`config.mk`:
```
export PLATFORM = sky130hd
export DESIGN_NAME = seg7_scan_decoder
export DESIGN_NICKNAME = d
export VERILOG_FILES = /design/src/rtl/seg7_pkg.sv /design/src/rtl/seg7_pattern_decode.sv /design/src/rtl/seg7_scan_decoder.sv
export SDC_FILE = /design/constraint.sdc
export NUM_CORES = 1
export LEC_CHECK = 0
export ABC_CLOCK_PERIOD_IN_PS = 3450
export CAP_MARGIN = 10
export CORE_MARGIN = 2
export CORE_UTILIZATION = 55
export CTS_BUF_LIST = sky130_fd_sc_hd__clkbuf_4 sky130_fd_sc_hd__clkbuf_8
export CTS_CLUSTER_DIAMETER = 100
export CTS_CLUSTER_SIZE = 12
export DETAILED_ROUTE_END_ITERATION = 6
export GPL_TIMING_DRIVEN = 0
export HOLD_SLACK_MARGIN = 0.06
export PLACE_DENSITY_LB_ADDON = 0.25
export SYNTH_ARGS = -nofsm -noshare
export SYNTH_HDL_FRONTEND = slang
export SYNTH_SLANG_ARGS = --single-unit
```
`constraint.sdc`:
```
create_clock -name clk -period 3.45 [get_ports clk]
set_input_delay 1.035 -clock clk [delete_from_list [all_inputs] [get_ports clk]]
set_output_delay 1.035 -clock clk [all_outputs]
set_load 0.05 [all_outputs]
```
`src/rtl/seg7_pkg.sv`:
```
// Seven-segment pattern constants and segment-bit ordering shared by the scan decoder.
package seg7_pkg;

  // seg_n[6] is segment A down to seg_n[0] as segment G.
  typedef enum int unsigned {
    SEG_G = 0,
    SEG_F = 1,
    SEG_E = 2,
    SEG_D = 3,
    SEG_C = 4,
    SEG_B = 5,
    SEG_A = 6
  } seg_bit_e;

  localparam logic [6:0] SEG_BLANK = 7'b1111111;

  // Active-low cathode pattern for each hex nibble, indexed by nibble value.
  localparam logic [6:0] SEG_PAT [16] = '{
    7'b0000001, 7'b1001111, 7'b0010010, 7'b0000110,
    7'b1001100, 7'b0100100, 7'b0100000, 7'b0001111,
    7'b0000000, 7'b0000100, 7'b0001000, 7'b1100000,
    7'b0110001, 7'b1000010, 7'b0110000, 7'b0111000
  };

endpackage

```
`src/rtl/seg7_pattern_decode.sv`:
```
// Inverse seven-segment lookup: cathode pattern to nibble plus hex/blank classification.
// Purely combinational, zero latency, no flow control.
module seg7_pattern_decode
  import seg7_pkg::*;
(
  input  logic [6:0] seg_n_i,
  output logic [3:0] nibble_o,
  output logic       is_hex_o,
  output logic       is_blank_o
);

  always_comb begin
    nibble_o = '0;
    is_hex_o = 1'b0;
    for (int k = 0; k < 16; k++) begin
      if (seg_n_i == SEG_PAT[k]) begin
        nibble_o = 4'(k);
        is_hex_o = 1'b1;
      end
    end
  end

  assign is_blank_o = (seg_n_i == SEG_BLANK);

endmodule

```
`src/rtl/seg7_scan_decoder.sv`:
```
// Recovers digit values from a multiplexed 7-seg bus by committing stable per-digit patterns.
// Commit results visible one clock after the qualifying sample; no backpressure (strobe-driven).
module seg7_scan_decoder
  import seg7_pkg::*;
#(
  parameter int DIGITS     = 8,
  parameter int STABLE_CNT = 4
) (
  input  logic                  clk,
  input  logic                  rst_n,
  input  logic                  sample_en,
  input  logic [6:0]            seg_n,
  input  logic [DIGITS-1:0]     an_n,
  input  logic                  clr_err,
  output logic [4*DIGITS-1:0]   digit_val,
  output logic [DIGITS-1:0]     digit_valid,
  output logic [DIGITS-1:0]     digit_blank,
  output logic                  frame_done,
  output logic                  err_pattern,
  output logic                  err_multi_an
);

  localparam int         IDX_W   = (DIGITS > 1) ? $clog2(DIGITS) : 1;
  localparam logic [3:0] CNT_MAX = 4'(STABLE_CNT);

  logic [IDX_W-1:0]    trk_idx_q, trk_idx_d;
  logic [6:0]          trk_pat_q, trk_pat_d;
  logic [3:0]          cnt_q, cnt_d;
  logic [4*DIGITS-1:0] val_q, val_d;
  logic [DIGITS-1:0]   valid_q, valid_d;
  logic [DIGITS-1:0]   blank_q, blank_d;
  logic [DIGITS-1:0]   mask_q, mask_d;
  logic                frame_q, frame_d;
  logic                errp_q, errp_d;
  logic                errm_q, errm_d;

  logic [DIGITS-1:0]   an_low;
  logic                an_one;
  logic [IDX_W-1:0]    an_idx;
  logic [3:0]          dec_nib;
  logic                dec_hex;
  logic                dec_blank;
  logic                commit;

  seg7_pattern_decode u_decode (
    .seg_n_i    (seg_n),
    .nibble_o   (dec_nib),
    .is_hex_o   (dec_hex),
    .is_blank_o (dec_blank)
  );

  assign an_low = ~an_n;
  assign an_one = (an_low != '0) && ((an_low & (an_low - DIGITS'(1))) == '0);

  always_comb begin
    an_idx = '0;
    for (int k = 0; k < DIGITS; k++) begin
      if (an_low[k]) an_idx = IDX_W'(k);
    end
  end

  always_comb begin
    trk_idx_d = trk_idx_q;
    trk_pat_d = trk_pat_q;
    cnt_d     = cnt_q;
    val_d     = val_q;
    valid_d   = valid_q;
    blank_d   = blank_q;
    mask_d    = mask_q;
    frame_d   = 1'b0;
    errp_d    = errp_q;
    errm_d    = errm_q;
    commit    = 1'b0;

    // Clear first so an error raised in the same cycle takes precedence.
    if (clr_err) begin
      errp_d = 1'b0;
      errm_d = 1'b0;
    end

    if (sample_en) begin
      if (an_low == '0) begin
        cnt_d = '0;
      end else if (!an_one) begin
        cnt_d  = '0;
        errm_d = 1'b1;
      end else if (an_idx == trk_idx_q && seg_n == trk_pat_q) begin
        if (cnt_q < CNT_MAX) begin
          cnt_d  = cnt_q + 4'd1;
          commit = (cnt_d == CNT_MAX);
        end
      end else begin
        trk_idx_d = an_idx;
        trk_pat_d = seg_n;
        cnt_d     = 4'd1;
      end
    end

    if (commit) begin
      if (dec_hex) begin
        val_d[{an_idx, 2'b00} +: 4] = dec_nib;
        valid_d[an_idx]             = 1'b1;
        blank_d[an_idx]             = 1'b0;
      end else if (dec_blank) begin
        valid_d[an_idx] = 1'b0;
        blank_d[an_idx] = 1'b1;
      end else begin
        errp_d          = 1'b1;
        valid_d[an_idx] = 1'b0;
        blank_d[an_idx] = 1'b0;
      end
      mask_d = mask_q | (DIGITS'(1) << an_idx);
      if (mask_d == '1) begin
        frame_d = 1'b1;
        mask_d  = '0;
      end
    end
  end

  always_ff @(posedge clk) begin
    if (!rst_n) begin
      trk_idx_q <= '0;
      trk_pat_q <= '0;
      cnt_q     <= '0;
      val_q     <= '0;
      valid_q   <= '0;
      blank_q   <= '0;
      mask_q    <= '0;
      frame_q   <= 1'b0;
      errp_q    <= 1'b0;
      errm_q    <= 1'b0;
    end else begin
      trk_idx_q <= trk_idx_d;
      trk_pat_q <= trk_pat_d;
      cnt_q     <= cnt_d;
      val_q     <= val_d;
      valid_q   <= valid_d;
      blank_q   <= blank_d;
      mask_q    <= mask_d;
      frame_q   <= frame_d;
      errp_q    <= errp_d;
      errm_q    <= errm_d;
    end
  end

  assign digit_val    = val_q;
  assign digit_valid  = valid_q;
  assign digit_blank  = blank_q;
  assign frame_done   = frame_q;
  assign err_pattern  = errp_q;
  assign err_multi_an = errm_q;

endmodule

```
# == Word-level counts from Yosys, hierarchy flattened ==
# Cells that the tools add are included.
# classes
addsub,3
multipliers,0
n_div,0
order_cmp,3
eq_ne,21
n_shift,3
mux,63
n_bitwise,10
n_reduce_logical,11
# ops
op,n
two-way mux 4 bit,12
equality test 7 x 6 -> 1 bit (second input constant),5
equality test 7 bit (second input constant),5
two-way mux 1 bit,33
bitwise mux 32 bit,1
two-way mux 8 bit,4
variable shift 4 x 7 -> 32 bit (first input constant),1
indexed part select 4 x 7 -> 32 bit,1
two-way mux 3 bit,10
bitwise AND 8 bit,3
OR 8 bit,3
zero test 8 bit,2
NOT 8 bit,2
equality test 7 x 3 -> 1 bit (second input constant),2
equality test 7 x 4 -> 1 bit (second input constant),2
equality test 8 bit (second input constant),1
nonzero test 8 bit,1
<< shifter 1 x 3 -> 8 bit (first input constant),1
subtractor 8 x 1 -> 8 bit (second input constant),1
equality test 7 x 1 -> 1 bit (second input constant),1
equality test 7 x 5 -> 1 bit (second input constant),1
equality test 7 bit,1
zero test 7 bit,1
negation 5 -> 7 bit,1
other kinds (13),19
# word_totals
reg_bits,73
latchBits,0
mem_bits_rw,0
mem_bits_ro,0
input_bits,19
elab_cells,124
mem_count,0

# == Longest topological paths before layout ==
# depth
depth_word,19
mapped_depth,11
ltp_nobuf,10

# == Modules after synthesis ==
# From an unflattened synthesis, not the netlist that was laid out.
# unflattened
hier_cells,440
hier_area_um2,3796.1
# modules_own_cells
module,n_inst,cells_each,area_per_inst_um2
seg7_scan_decoder,1,386,3432.0
seg7_pattern_decode,1,54,364.1

# == Worst setup path before layout ==
# No wires, ideal clock.
# synth_timing
path_kind,input to register
from,in an_n[5]
to,reg val_q[30] (netlist: digit_val[30])
arrival_time_ns,2.931
t_required_ns,3.377
setup_slack_ns,0.445
cell_stages,9
n_path_buf,1
cell_sequence,or2b_1 o211ai_2 and2_1 buf_4 ha_1 ha_1 nand3_1 nor4b_4 mux2i_1
# synth_via
elab_chain_cells,11
word_cells_on_any_way,21
cone_classes,add/sub: 2; eq/ne: 1; shift: 2; mux: 8; bitwise: 2; reduce/logical: 6
# synth_lines
item,line,text
from (decl),seg7_scan_decoder.sv:13,"input logic [DIGITS-1:0] an_n,"
NOT 8 bit (*),seg7_scan_decoder.sv:52,assign an_low = ~an_n;
"parallel branches: the longest is 10 deep, another holds subtractor 8 x 1 -> 8 bit",--,
to (signal assigned),seg7_scan_decoder.sv:136,val_q <= val_d;
to (decl),seg7_scan_decoder.sv:29,"logic [4*DIGITS-1:0] val_q, val_d;"
# Every way passes the cells marked *.
# A chain may end at the register's enable or synchronous reset.

# == Worst setup path after layout ==
# layout_timing
from,in an_n[1]
to,reg mask_q[1]
# layout_via
elab_chain_cells,14
word_cells_on_any_way,24
cone_classes,add/sub: 1; eq/ne: 2; shift: 1; mux: 12; bitwise: 3; reduce/logical: 5
# layout_lines
item,line,text
NOT 8 bit (*),seg7_scan_decoder.sv:52,
two-way mux 1 bit,seg7_scan_decoder.sv:58,if (an_low[k]) an_idx = IDX_W'(k);
two-way mux 3 bit (6 in series),seg7_scan_decoder.sv:58,
equality test 3 bit,seg7_scan_decoder.sv:87,end else if (an_idx == trk_idx_q && seg_n == trk_pat_q) begin
logical AND 1 bit,seg7_scan_decoder.sv:87,
two-way mux 1 bit,seg7_scan_decoder.sv:87,
two-way mux 1 bit,seg7_scan_decoder.sv:84,end else if (!an_one) begin
two-way mux 1 bit,seg7_scan_decoder.sv:82,if (an_low == '0) begin
two-way mux 1 bit,seg7_scan_decoder.sv:81,if (sample_en) begin
to (signal assigned),seg7_scan_decoder.sv:139,mask_q <= mask_d;
to (decl),seg7_scan_decoder.sv:32,"logic [DIGITS-1:0] mask_q, mask_d;"
# Mark *: on every way between the ends. The rest lies on a longest branch, timed or not.

==> run_results.csv <==
group,metric,value,unit
setup_path,r2r_slack,1.46,ns
yosys,avgSynthCellArea,8.775,um2
final_layout,layout_common_cells,"dfxtp_1, clkdlybuf4s50_1, nand2_1",
timing,fin_skew,0.01129,ns
clock_network,cts.hold.buffers_added,0,
final_layout,layout-drive-gt1-share,13.52,%
setup_path,r2r_cells,7,
global_route,grt_max_degree,16,
clock_network,cts.sinks,73,
yosys,synth_edf_count,0,
power_and_ir_drop,power,1.679,mW
setup_path,worstSetupStartpointType,"input pin",
global_route,antenna_found_initial,0,
yosys,async_flop_share,0,%
status,outcome,"finished clean",
place,dp_hpwl,7832,um
final_layout,final_core_util,72.84,%
timing,rsz0062_at_grt,"false",
timing,hold_viol_final,0,
timing,relSlewSlack,52.14,%
yosys,synth_warnings,0,
die,row_count,30,
final_layout,fin_nets,561,
place,place.gp.congestion,0.9221,
global_route,grt_overflow,0,
final_layout,stdcell_count,636,
power_and_ir_drop,ir_worst_vdd,0.0002799,V
route,drc,0,
clock_network,cts_buffers,9,
power_and_ir_drop,p_leak,1.962,nW
final_layout,n_antenna_cell,0,
die,die_h,89.02,um
route,drtAntennaViolNets,0,
setup_path,path_class,"input pin to flop",
yosys,ys_seq_area_share,36.76,%
clock_network,clockRootBuffer,"clkbuf_8",
yosys,ys_seq_elements,73,
worst_hold_path,hp-class,"flop to flop",
timing,period_needed,3.314,ns
timing,fmax,0.3018,GHz
place,port_buffers,67,
die,ioPinCount,70,
yosys,synthesis.area,0.003975,mm2
timing,setup_violations,0,
final_layout,design_area,0.005031,mm2
route,wl_per_cell,17.57,um
die,dieArea,0.007924,mm2
die,core-area,0.006907,mm2
place,placed_area,0.004766,mm2
setup_path,cp.arrival,3.58,ns
timing,worstMarginPinSlew,0.7139,ns
worst_hold_path,min-delay-start,"mask_q[2]",
setup_path,rr_startpoint,"trk_pat_q[1]",
clock_network,h-tree-depth,3,
yosys,syn-num-nets,479,
route,vias,3928,
job,cap_viol_max_count,0,
worst_hold_path,holdPathEnd,"mask_q[2]",
global_route,grt_usage,29.35,%
setup_path,endpoint_kind,"flop",
final_layout,final_common_cell,"dfxtp_1",
final_layout,syn_to_final_growth,26.57,%
timing,final_max_slew_viol_count,0,
die,dieWidth,89.02,um
power_and_ir_drop,pwr_density_cell,333.8,mW/mm2
clock_network,tritoncts,"built",
clock_network,worstSkewPairLatency,0.37,ns
route,routed_via_density,6.176,
yosys,ys.flop_type,"dfxtp_1",
route,drtIter0Drc,315,
setup_path,worstPathMaxFanout,9,
clock_network,cts-root-to-sink-buffers,2,
global_route,grt_pass1_vias,3661,
route,drt_wl_total,11180,um
place,post-place-cells,616,
yosys,synth_cells,453,
yosys,yosysUniqueCellTypes,67,
setup_path,crit_required,3.71,ns
global_route,grt_pass1_wl,17980,um
clock_network,clk_pin_slew,0.08,ns
route,drt_pass1_iterations,6,
timing,finalSetupTns,0,ns
timing,fin_crit_sh,96.06,%
worst_hold_path,worstHoldPathCells,2,
die,initial_core_util,57.55,%
## how the worst max path moves through the flow
stage               startpoint            end  slack, ns  cells after the start
floorplan              an_n[5]  digit_val[30]       0.45                      9
finish                 an_n[1]      mask_q[1]       0.14                     13
global placement       an_n[2]      mask_q[1]      -0.46                     12
CTS                    an_n[4]  digit_val[30]      0.002                     11
detailed placement     an_n[2]   digit_val[2]      -0.53                     11
global route           an_n[1]      mask_q[5]       0.02                     13
## worst max-delay path, cell delays in order
cell and delay, ns:
clkdlybuf4s50_1 0.54, nor2b_2 0.08, o211ai_4 0.23, and2_1 0.16, buf_4 0.18, ha_1 0.22, ha_2 0.25, o22ai_1 0.10
nor2_1 0.11, nand3_1 0.16, o31ai_4 0.27, buf_4 0.19, nor2_1 0.05
## per-stage QoR
step / hold WS [ns] / setup WS (ns)
CTS: 0.4566 / 0.001901
detailed placement: 0.4457 / -0.5286
floorplan: 0.4264 / 0.4453
finish: 0.4516 / 0.1360
global placement: 0.4395 / -0.4648
global route: 0.4886 / 0.02489
## cell usage after synthesis, types with 8 or more instances
library cell | instances | area (um2)
dfxtp_1 | 73 | 1461
nand2_1 | 53 | 198.9
a21oi_1 | 32 | 160.2
mux2i_1 | 32 | 320.3
nor2_1 | 25 | 93.84
nand3_1 | 24 | 120.1
o21ai_0 | 24 | 120.1
inv_1 | 16 | 60.06
clkbuf_1 | 15 | 56.30
nand4_1 | 15 | 93.84
nor3_1 | 9 | 45.04
xnor2_1 | 9 | 78.83
buf_4 | 8 | 60.06
## report_power, final
group          internal (mW)  total [mW]  switching [mW]
Clock                  0.276       0.648           0.373
Sequential             0.843       0.845         0.00124
Combinational         0.0636       0.187           0.123
## logic make-up (layout without fill, tap and decap cells)
kind of cell    count (synthesis)  in the layout  synth area share, %
simple gates                  163            163                23.64
compound gates                114            114                19.67
flops                          73             73                36.76
buf+inv                        51            138                6.704
mux                            33             33                8.341
xor+xnor                       11             11                2.424
fa+ha+maj                       8              8                2.455
## area by class of cell
type / instances / area [um2]
clock inverters: 7 / 61.31
repair buffers: 71 / 699.4
multi-input cells: 329 / 2293
well taps: 96 / 120.1
clock buffers: 9 / 123.9
inverters: 16 / 62.56
flip-flops and latches: 73 / 1461
fillers: 549 / 1876
plain buffers: 35 / 209.0
## per-layer routing
layer | track usage [%] | share of wire [%] | vias to the layer above
li1 | - | - | 1836
met1 | 39.63 | 41 | 1857
met2 | 46.95 | 49 | 206
met3 | 5.540 | 8.3 | 29
met4 | 10.85 | 2.1 | 0
met5 | 0 | 0 | -
## what timing repair did
action | in CTS | in global routing
setup endpoints to repair | 32 | 46
buffers inserted | 4 | 0
gates resized for setup | 9 | 11
pin swaps | 3 | 2
No activity file was read; power rests on OpenSTA's default activity.
